## config.mk

```make
export PLATFORM = sky130hd
export DESIGN_NAME = shift_operand_stage
export DESIGN_NICKNAME = d
export VERILOG_FILES = /design/src/rtl/shift_operand_stage.sv
export SDC_FILE = /design/constraint.sdc
export NUM_CORES = 1
export LEC_CHECK = 0
export ABC_AREA = 1
export CAP_MARGIN = 15
export CORE_MARGIN = 5
export CORE_UTILIZATION = 32
export DETAILED_ROUTE_END_ITERATION = 7
export PLACE_DENSITY = 0.6
export SETUP_SLACK_MARGIN = 0.3
export SYNTH_ARGS = -nofsm -noshare
export SYNTH_HDL_FRONTEND = slang
export SYNTH_SLANG_ARGS = --single-unit
export TNS_END_PERCENT = 1
```

## constraint.sdc

```tcl
create_clock -name clk -period 5.1 [get_ports clk]
set_input_delay 1.02 -clock clk [delete_from_list [all_inputs] [get_ports clk]]
set_output_delay 1.02 -clock clk [all_outputs]
set_load 0.02 [all_outputs]
```

## src/rtl/shift_operand_stage.sv

```systemverilog
// shift_operand_stage: decodes shift instructions into operand/amount/mode fields
// and hands them to the shifter through a registered 2-entry skid buffer.
module shift_operand_stage #(
   parameter int DEPTH = 2
) (
   input  logic        clk,
   input  logic        rst,
   input  logic        in_valid,
   output logic        in_ready,
   input  logic [2:0]  in_funct,
   input  logic [31:0] in_rs,
   input  logic [31:0] in_rt,
   input  logic [4:0]  in_shamt,
   output logic        out_valid,
   input  logic        out_ready,
   output logic [31:0] out_a,
   output logic [31:0] out_b,
   output logic        out_dir,
   output logic        out_arith,
   output logic        out_sat,
   output logic        illegal
);
   if (DEPTH != 2) begin : g_bad_depth
      $error("shift_operand_stage supports DEPTH == 2 only");
   end

   typedef struct packed {
      logic [31:0] a;
      logic [31:0] b;
      logic        dir;
      logic        arith;
      logic        sat;
   } entry_t;

   entry_t     main_q, main_d, skid_q, skid_d, new_e;
   logic [1:0] count_q, count_d;
   logic       in_ready_q, illegal_q, illegal_d;
   logic       acc, bad_code, push, pop;

   assign bad_code = in_funct[1:0] == 2'b01;
   assign acc      = in_valid & in_ready;
   assign push     = acc & ~bad_code;
   assign pop      = out_valid & out_ready;

   assign new_e.a     = in_rt;
   assign new_e.b     = in_funct[2] ? in_rs : {27'b0, in_shamt};
   assign new_e.dir   = ~in_funct[1];
   assign new_e.arith = in_funct[1:0] == 2'b11;
   assign new_e.sat   = in_funct[2] & (|in_rs[31:5]);

   // Simultaneous push/pop at count 2 cannot happen (in_ready is low), but is kept coherent anyway.
   always_comb begin
      main_d  = main_q;
      skid_d  = skid_q;
      count_d = count_q;
      if (push && pop) begin
         if (count_q == 2'd2) begin
            main_d = skid_q;
            skid_d = new_e;
         end else begin
            main_d = new_e;
         end
      end else if (push) begin
         if (count_q == 2'd0) main_d = new_e;
         else skid_d = new_e;
         count_d = count_q + 2'd1;
      end else if (pop) begin
         main_d  = skid_q;
         count_d = count_q - 2'd1;
      end
   end

   assign illegal_d = acc & bad_code;

   always_ff @(posedge clk) begin
      if (rst) begin
         main_q     <= '0;
         skid_q     <= '0;
         count_q    <= 2'd0;
         in_ready_q <= 1'b1;
         illegal_q  <= 1'b0;
      end else begin
         main_q     <= main_d;
         skid_q     <= skid_d;
         count_q    <= count_d;
         in_ready_q <= count_d != 2'd2;
         illegal_q  <= illegal_d;
      end
   end

   // Held low while rst is asserted so nothing is accepted during the reset cycle.
   assign in_ready  = in_ready_q & ~rst;
   assign out_valid = |count_q;
   assign out_a     = main_q.a;
   assign out_b     = main_q.b;
   assign out_dir   = main_q.dir;
   assign out_arith = main_q.arith;
   assign out_sat   = main_q.sat;
   assign illegal   = illegal_q;
endmodule

```

# Word level (Yosys, flattened, before mapping)
# Cells that the tools add are included.
# word_totals
inputBits	76
out_inout_bits	70
register_bits	138
# classes
n_reduce_logical	8
muxes	13
bitwise	9
eq_ne	7
addsub	2
# op_table
op	n
$mux 67	9
$mux 32	1
$reduce_or 27->1	1
$and 1x1->1	6
$mux 2	3
$eq 2x2->1 const B	2
$ne 2x2->1 const B	2
$ne 3x1->1 const B	1
$not 1->1	3
$reduce_and 3->1	1
$reduce_bool 3->1	1
$add 2x1->2 const B	1
$eq 2x1->1 const B	1
$logic_not 2->1	1
$ne 2x1->1 const B	1
$reduce_and 2->1	1
$reduce_bool 2->1	1
$reduce_or 2->1	1
$sub 2x1->2 const B	1
$logic_and 1x1->1	1

# Logic depth before layout (Yosys ltp)
# depth
ltp_word	7
depth_mapped	13
ltp_nobuf	11

# Worst setup path before layout
# No wires, ideal clock.
# synth_path
path_kind	input to output
start	input rst
end	output in_ready
arrival_ns	1.636
stages	3
setup_slack_ns	2.444
required_ns	4.080
cell_sequence	buf_6 > clkbuf_1 > nor2_1
# synth_via
elab_chain_len	2
# synth_rtl
item	line_no	rtl
from (decl)	7	input logic rst,
$not 1->1	92	assign in_ready = in_ready_q & ~rst;
$and 1x1->1	92	
to (decl)	9	output logic in_ready,
# No other way between the ends.

# Final worst setup path
# Ends and elaborated chain as after synthesis.

==> run summary <==
Run status - complete, no violations
IO Port Bufs - 145
Average size of a mapped cell - 6.92 sq um
Vias in the first global route - 5510
Layout cells sized above 1 - 0.0545
Post-DP HPWL - 10200 um
Ant. Diodes - 0
Global-route wire length before repair - 27600 um
Hold Path Sink - skid_q[66]
Root Buffer - clkbuf_16
Fin crit share - 0.686
DR iter-0 viols - 304
WL final - 16800 um
Chip height - 148 um
Synth Area in Compound Gates - 0.181
Io pins - 146
Fin. max-slew vios - 0
P per Cell Area - 451 mW/mm^2
Required time worst endpoint - 4080 ps
Synthesized Nets - 962
Clock Latency Late Sink - 410 ps
Worst setup path category - in2out
Die area - 0.0220 sq mm
Seq/Total Area, Yosys - 0.451
# hold bufs at CTS - 0
CP max FO - 69
Clock period minus worst slack - 3500 ps
Critical path arrival - 2480 ps
Core ar. - 0.0188 sq mm
CTS tree - done
Die width - 148 um
Initial Util - 0.326
Post-Route Setup TNS - 0 ps
Design area - 0.00824 sq mm
Largest net degree at the start of global routing - 120
Vias - 5669
DR pass1 iterations - 5
Adder-Cell Fraction of Synth Area - 0.00409
Min-delay src - skid_q[66]
Worst-Margin Slew - 827 ps
Largest family of logic cells by synthesized area - simple AND/OR/NAND/NOR gates
Total GRT Usage - 0.154
Hold Path Depth - 2
Maxcap violations - 0
Netlist Area Pre-Place - 0.00612 sq mm
Simple-gate share of the synthesized area - 0.262
VDD IR max - 214 uV
RSZ-0062 raised after global routing - no
R2R Setup Slk - 2190 ps
Post-synthesis cell type count - 26
HP Class - reg2reg
Setup Viol. Count Final - 0
GRT overflow - 0
# rows - 50
Worst R2R End - out_a[11]
DRC violations left - 0
Clock Tree Buf Depth - 2
Avg Vias per Cell - 4.56
Mux contribution to synthesized area - 0
Reg2Reg Depth - 11
Area grow syn2layout - 34.6%
Synth Area in XOR/XNOR - 0
Post-DP Area - 0.00753 sq mm
Synth warn - 0
Pleak - 3.30 nW
Critical path launch point type - input pin
Relative slew slack - 0.446
CTS Buf Count - 17
Postcts setup bufs - 0
CTS H-tree depth - 4
Number of synthesized register bits - 138
R2R Path Start - count_q[0]
Layout Skew - 6.18 ps
Reg clk slew, reported paths - 50 ps
Sink Count - 138
Worst setup EP type - output pin
Routability cong. - 0.749
Cells after synthesis - 884
Final Hold Viols - 0
Fmax achieved - 0.286 GHz
Initial antenna violation count - 0
Routed Antenna Nets - 0
Final #Nets - 1075
Resize count post-CTS - 0
Routed len/inst - 13.5 um
critical path, cell delays in order:
cell and delay [ps]:
buf_2 120, buf_4 630, nor2_1 110, clkdlybuf4s50_1 570
synthesized netlist by cell type, drive strengths merged:
cell type	instances	area [sq um]
dfxtp	138	2760
or2	6	37.5
ha	2	25.0
nor2	85	343
inv	63	241
a21oi	137	686
nand3	4	32.5
buf	36	292
o211ai	1	21.3
nor3	2	10.0
o21ai	79	399
clkbuf	24	90.1
and2	1	6.26
nand2	306	1170
power breakdown:
group	switching, W	internal, W	leakage, nW	total (W)
clock network	0.000468	0.000892	0.316	0.00136
logic	0.000604	0.000441	1.86	0.00105
registers	0.0000779	0.00123	1.12	0.00131
total	0.00115	0.00256	3.30	0.00372
flip-flops by register name, summed over array words and instances (netlist names):
name        cells
count_q         2
illegal         1
in_ready_q      1
out_a          32
out_arith       1
out_b          32
out_dir         1
out_sat         1
skid_q         67
placed cells by master, fill, tap and decap left out:
cell type / n
or2_0: 3
and2_1: 1
o21ai_1: 2
dfxtp_1: 138
nand2_1: 302
clkinvlp_4: 2
bufinv_16: 5
or2_2: 3
buf_4: 7
clkbuf_1: 1
o21ai_2: 1
nand2_4: 3
clkbuf_16: 17
nand2_2: 1
nand3_1: 3
clkbuf_8: 2
nor2_1: 83
inv_2: 1
ha_1: 2
buf_16: 2
o21ai_0: 76
nor2_4: 1
o211ai_4: 1
nor3_1: 2
clkdlybuf4s50_1: 144
buf_2: 1
nor2_8: 1
a21oi_1: 137
inv_1: 61
clkinv_2: 4
inv_6: 2
nand3_4: 1
cell type report:
cell class	count	area (sq um)
clock buffers	20	457
clock inverters	12	194
fillers	1955	10500
inverters	63	241
multi-input cells	623	2730
flip-flops and latches	138	2760
well taps	234	293
repair buffers	154	1550
worst max-delay path by stage:
stage	to	slack [ps]	cells past startpoint	from
3_5_place_dp	out_a[11]	1400	9	rst
2_1_floorplan	in_ready	2440	3	rst
5_1_grt	in_ready	1460	4	rst
4_1_cts	in_ready	1580	4	rst
6_report	in_ready	1600	4	rst
3_3_place_gp	out_b[21]	1430	9	rst
through the flow:
step / hold slack (ps) / util / setup WS, ps / std cells / power [W]
CTS: 465 / 0.436 / 1580 / 1242 / 0.00376
finish: 462 / 0.439 / 1600 / 1244 / 0.00372
detailed placement: 455 / 0.401 / 1400 / 1210 / 0.00237
floorplan: 444 / - / 2440 / 884 / 0.00197
global route: 479 / 0.439 / 1460 / 1244 / 0.00393
global placement: 452 / 0.401 / 1430 / 1210 / 0.00237
routing by layer:
metal	vias to the layer above	share of wire	global-route usage
li1	3008	-	-
met1	2517	0.49	0.205
met2	128	0.44	0.246
met3	16	0.053	0.0417
met4	0	0.013	0.0467
met5	-	0	0
logic make-up (layout without fill, tap and decap cells):
family | count (synthesis) | count (layout)
AND/OR/NAND/NOR | 404 | 404
adder cells (fa/ha/maj) | 2 | 2
flip-flops | 138 | 138
buffers and inverters | 123 | 249
AO/OA/AOI/OAI | 217 | 217
Power figures use the tool's default switching activity.
